**config.mk**
```make
export PLATFORM = sky130hd
export DESIGN_NAME = counting_gen
export DESIGN_NICKNAME = d
export VERILOG_FILES = /design/src/rtl/counting_gen.sv
export SDC_FILE = /design/constraint.sdc
export NUM_CORES = 1
export LEC_CHECK = 0
export ABC_AREA = 1
export CORE_AREA = 2 2 76 78
export DETAILED_ROUTE_END_ITERATION = 6
export DIE_AREA = 0 0 78 80
export GPL_TIMING_DRIVEN = 0
export HOLD_SLACK_MARGIN = 0.12
export PLACE_DENSITY = 0.82
export SETUP_SLACK_MARGIN = 0.05
export SYNTH_ARGS = -nofsm -noshare
export SYNTH_HDL_FRONTEND = slang
export SYNTH_SLANG_ARGS = --single-unit
```
**constraint.sdc**
```tcl
create_clock -name clk -period 1.9 [get_ports clk]
set_clock_uncertainty 0.1 [all_clocks]
set_input_delay 0.38 -clock clk [delete_from_list [all_inputs] [get_ports clk]]
set_output_delay 0.38 -clock clk [all_outputs]
set_load 0.01 [all_outputs]
```
**src/rtl/counting_gen.sv**
```systemverilog
// Pattern transmitter: replays a latched sequence of 2-bit symbols a set number
// of times, with optional hold gaps between repetitions. All outputs are registered.
module counting_gen #(
    parameter int MAX_LEN = 8,
    parameter int CNT_W   = 4,
    parameter int GAP_W   = 4
) (
    input  logic                 clk,
    input  logic                 rst_n,
    input  logic                 start,
    input  logic [2*MAX_LEN-1:0] pattern,
    input  logic [3:0]           len,
    input  logic [CNT_W-1:0]     rpt,
    input  logic [GAP_W-1:0]     gap,
    input  logic                 abort,
    output logic [1:0]           num,
    output logic                 num_valid,
    output logic                 busy,
    output logic                 done,
    output logic                 err
);

    typedef enum logic [1:0] {IDLE, EMIT, GAP, DONE} state_e;

    state_e               state_q, state_d;
    logic [2*MAX_LEN-1:0] pat_q, pat_d;
    logic [3:0]           len_q, len_d;
    logic [GAP_W-1:0]     gap_q, gap_d;
    logic [CNT_W-1:0]     rep_q, rep_d;
    logic [GAP_W-1:0]     gcnt_q, gcnt_d;
    logic [3:0]           idx_q, idx_d;
    logic [1:0]           num_q, num_d;
    logic                 vld_q, vld_d;
    logic                 busy_q, busy_d;
    logic                 done_q, done_d;
    logic                 err_q, err_d;

    function automatic logic [1:0] sym_at(input logic [2*MAX_LEN-1:0] p, input logic [3:0] i);
        logic [2*MAX_LEN-1:0] s;
        s = p >> {i, 1'b0};
        return s[1:0];
    endfunction

    always_comb begin
        state_d = state_q;
        pat_d   = pat_q;
        len_d   = len_q;
        gap_d   = gap_q;
        rep_d   = rep_q;
        gcnt_d  = gcnt_q;
        idx_d   = idx_q;
        num_d   = 2'd0;
        vld_d   = 1'b0;
        busy_d  = 1'b0;
        done_d  = 1'b0;
        err_d   = 1'b0;

        unique case (state_q)
            IDLE: begin
                if (!abort && start) begin
                    if (len == 4'd0 || 32'(len) > MAX_LEN) begin
                        err_d = 1'b1;
                    end else begin
                        pat_d  = pattern;
                        len_d  = len;
                        gap_d  = gap;
                        rep_d  = rpt;
                        idx_d  = 4'd0;
                        busy_d = 1'b1;
                        if (rpt == '0) begin
                            state_d = DONE;
                            done_d  = 1'b1;
                        end else begin
                            state_d = EMIT;
                            vld_d   = 1'b1;
                        end
                    end
                end
            end
            EMIT: begin
                if (abort) begin
                    state_d = IDLE;
                end else begin
                    busy_d = 1'b1;
                    // rep_q counts repetitions still owed, including the current one
                    if (idx_q == len_q - 4'd1) begin
                        if (rep_q == CNT_W'(1)) begin
                            state_d = DONE;
                            done_d  = 1'b1;
                        end else begin
                            rep_d = rep_q - CNT_W'(1);
                            idx_d = 4'd0;
                            if (gap_q != '0) begin
                                state_d = GAP;
                                gcnt_d  = gap_q;
                            end else begin
                                vld_d = 1'b1;
                            end
                        end
                    end else begin
                        idx_d = idx_q + 4'd1;
                        vld_d = 1'b1;
                    end
                end
            end
            GAP: begin
                if (abort) begin
                    state_d = IDLE;
                end else begin
                    busy_d = 1'b1;
                    if (gcnt_q == GAP_W'(1)) begin
                        state_d = EMIT;
                        vld_d   = 1'b1;
                    end else begin
                        gcnt_d = gcnt_q - GAP_W'(1);
                    end
                end
            end
            DONE: begin
                state_d = IDLE;
            end
            default: state_d = IDLE;
        endcase

        if (vld_d) num_d = sym_at(pat_d, idx_d);
    end

    always_ff @(posedge clk or negedge rst_n) begin
        if (!rst_n) begin
            state_q <= IDLE;
            pat_q   <= '0;
            len_q   <= '0;
            gap_q   <= '0;
            rep_q   <= '0;
            gcnt_q  <= '0;
            idx_q   <= '0;
            num_q   <= '0;
            vld_q   <= 1'b0;
            busy_q  <= 1'b0;
            done_q  <= 1'b0;
            err_q   <= 1'b0;
        end else begin
            state_q <= state_d;
            pat_q   <= pat_d;
            len_q   <= len_d;
            gap_q   <= gap_d;
            rep_q   <= rep_d;
            gcnt_q  <= gcnt_d;
            idx_q   <= idx_d;
            num_q   <= num_d;
            vld_q   <= vld_d;
            busy_q  <= busy_d;
            done_q  <= done_d;
            err_q   <= err_d;
        end
    end

    assign num       = num_q;
    assign num_valid = vld_q;
    assign busy      = busy_q;
    assign done      = done_q;
    assign err       = err_q;

endmodule

```
==> summary.md <==
| Metric | Value |
|---|---|
| Area grow syn2layout | 33.7% |
| Buf/Inv on CP | 2 |
| Via/cell ratio | 5.18 |
| Final Max Tran Viols | 0 |
| Antenna violations before repair | 0 |
| CTS max path bufs | 2 |
| Most frequent cells in the layout | nand2_1, inv_1, dfrtp_1 |
| R2R Setup Slk | -0.32 ns |
| Via count | 2438 |
| CP Max Fanout | 5 |
| Total routed wirelength | 6.19 mm |
| CTS tree | done |
| Simple-gate share of the synthesized area | 27.4% |
| Yosys reg bits | 44 |
| Hold Crit Start | pat_q[5] |
| Synthesized area | 2570 sq um |
| Io pins | 38 |
| Synth warn | 0 |
| R2R depth | 15 |
| Total GRT Usage | 20.5% |
| Number of max-cap violations | 0 |
| Setup crit end kind | flop |
| Die H | 80 um |
| FMAX | 0.450 GHz |
| Worst r2r src | len_q[0] |
| CP max stage delay | 0.38 ns |
| EDFF count, synth | 0 |
| Worst Hold Depth | 2 |
| Failing checks | setup timing |
| Peak VDD IR | 0.692 mV |
| Fin crit share | 117% |
| Core Region | 5410 sq um |
| Worst-Margin Slew | 0.482 ns |
| CP Data Arrival Time | 2.32 ns |
| Nets@finish | 440 |
| Port bufs | 37 |
| Drt pass-1 iters | 7 |
| Die X | 78 um |
| Initial Util | 47.6% |
| Critical Path Slowest Stage Cell | dfrtp_1 |
| Clock root cell | clkbuf_8 |
| Final setup fails | 16 |
| Syn Inst Count | 338 |
| DRT antenna net count | 0 |
| Row count | 27 |
| Adder-cell share of the synthesized area | 4.86% |
| Worst hold path type | flop to flop |
| Global-route wire length before repair | 10.3 mm |
| Final hold viol count | 0 |
| Final Util | 63.7% |
| Startpoint types | flop |
| CTS buffer count | 5 |
| Commonest non-fill, non-tap cell in the layout | nand2_1 |
| Cell mode on critical path | nand2_1 |
| Clk pin slew, worst setup/hold paths | 0.09 ns |
| Vias in the first global route | 2343 |
| Fin area | 3440 sq um |
| Register area share after synthesis | 42.8% |
| Ant diodes | 0 |
| Worst hold path endpoint | pat_q[5] |
| Residual DRC | 0 |
| Pleak | 1.69 nW |
| Most used DFF post-synth | dfrtp_1 |
| Overflow after GRT | 0 |
| RSZ-0062 raised after global routing | true |
| GPL Wtd Cong | 0.922 |
| Die ar. | 6240 sq um |
| Data required, critical path | 2.00 ns |
| Clock sink count | 44 |
| Synth Area in Compound Gates | 12.0% |
| Hold WS | 0.412 ns |
| Critical path class | flop to flop |
| H-tree levels | 2 |
| XOR/XNOR Fraction of Synth Area | 0.681% |
| Post-synthesis mux area share | 1.31% |
| Avg Cell Area, Syn | 7.61 sq um |
| Yosys cell types | 34 |
| Wire length per cell | 13.1 um |
| CP cell instances | inv_2, ha_4, inv_2, nand2_2, nand2_2, nor2_4, nand4_1, nand3_2, nand2_4, nand2_4, nand2_1, nand2_1, nand2_1, a21oi_2, nor2_2 |
| Async set-reset flop share out of synthesis | 100% |
| Dpl cell area | 3080 sq um |
| Fin Setup TNS | -2.65 ns |
| Largest net degree at the start of global routing | 26 |
| Starting DRT DRC Count | 182 |
| Post-Syn Nets | 380 |
| Skew-Pair Late Insertion Delay | 0.30 ns |
| Rel. slew slack | 67.9% |
| Top delay family on crit path | simple AND/OR/NAND/NOR gates |
| Layout cells sized above 1 | 21.6% |
| Crit path time final | 2.22 ns |
| Outcome | finished with violations |
| FF-to-FF End | num[1] |
| Post-DP HPWL | 4.19 mm |
| Main combinational cell family by area after synthesis | simple AND/OR/NAND/NOR gates |
| Pwr dens | 1580 nW/um^2 |
| Setup ws final | -0.324 ns |
-- cells by family after synthesis --
kind of cell / Yosys count
buf+inv: 67
xor+xnor: 2
simple gates: 158
compound gates: 54
flops: 44
fa+ha+maj: 10
mux: 3
-- synthesized netlist by cell type (2+ instances only) --
cell type | number | share of area, %
xor2_1 | 2 | 0.68
o21ai_1 | 3 | 0.58
inv_1 | 55 | 8.0
buf_4 | 2 | 0.58
nand3_1 | 21 | 4.1
ha_1 | 10 | 4.9
a31oi_1 | 3 | 0.73
nand2_4 | 2 | 0.87
dfrtp_1 | 44 | 43
o21ai_0 | 30 | 5.8
nor3_1 | 5 | 0.97
nand2_2 | 7 | 1.7
inv_2 | 6 | 0.87
o211ai_1 | 3 | 0.87
a21oi_1 | 9 | 1.7
nor2_1 | 16 | 2.3
buf_6 | 2 | 0.87
nand2_1 | 97 | 14
nand4_1 | 4 | 0.97
mux2_2 | 3 | 1.3
-- final cells by class --
| class | count | area, sq um |
|---|---|---|
| fill | 439 | 1960 |
| inverter | 61 | 231 |
| tap | 72 | 90.1 |
| sequential | 44 | 1100 |
| timing repair buffer | 51 | 495 |
| clock buffer | 6 | 82.6 |
| buffer | 6 | 66.3 |
| clock inverter | 2 | 38.8 |
| multi-input combinational | 229 | 1340 |
-- how the worst max path moves through the flow --
stage | slack [ns] | end | cells after the start | from
floorplan | -0.01 | num[1] | 15 | len_q[0]
global placement | -0.85 | pat_q[0] | 1 | rst_n
detailed placement | -0.68 | num[1] | 13 | abort
CTS | -0.18 | num[1] | 15 | len_q[1]
global route | -0.43 | num[1] | 17 | len_q[0]
finish | -0.32 | num[1] | 15 | len_q[0]
-- through the flow --
step,instances,worst slack (ns),power (mW)
after global routing,471,-0.426,5.90
after CTS,467,-0.182,5.16
after detailed placement,448,-0.678,4.14
final,471,-0.324,5.43
after floorplan,338,-0.0133,3.49
after global placement,447,-0.847,4.01
-- power by group --
part,internal [mW],total [mW],switching (mW)
Combinational,1.20,3.05,1.85
Sequential,1.35,1.61,0.260
Clock,0.430,0.773,0.342
Total,2.98,5.43,2.45
-- flip-flops by register name, summed over array words and instances (netlist names) --
| name | flops |
|---|---|
| num_valid | 1 |
| len_q | 4 |
| rep_q | 4 |
| state_q | 2 |
| err | 1 |
| busy | 1 |
| num | 2 |
| gap_q | 4 |
| done | 1 |
| idx_q | 4 |
| pat_q | 16 |
| gcnt_q | 4 |
-- worst register-to-register path, delay by kind of cell (launching register included) --
family,cells,cell delay [ns]
flops,1,0.38
fa+ha+maj,1,0.27
buf+inv,2,0.09
compound gates,1,0.15
simple gates,11,1.12
-- routing by layer --
layer  vias up  global-route usage, %  wire length [um]
met5         -                      0                 0
met4         0                   10.0               195
met1      1127                   24.9              2620
met2        91                   34.8              3050
li1       1198                      -                 -
met3        22                   4.30               321
-- timing repair --
item,4_1_cts,5_1_grt
hold buffers,1,0
hold endpoints to repair,19,0
setup endpoints to repair,30,25
buffers inserted,8,4
gates cloned,2,0
resized for setup,24,23
pin swaps,16,11
(Power assumes the default switching activity.)
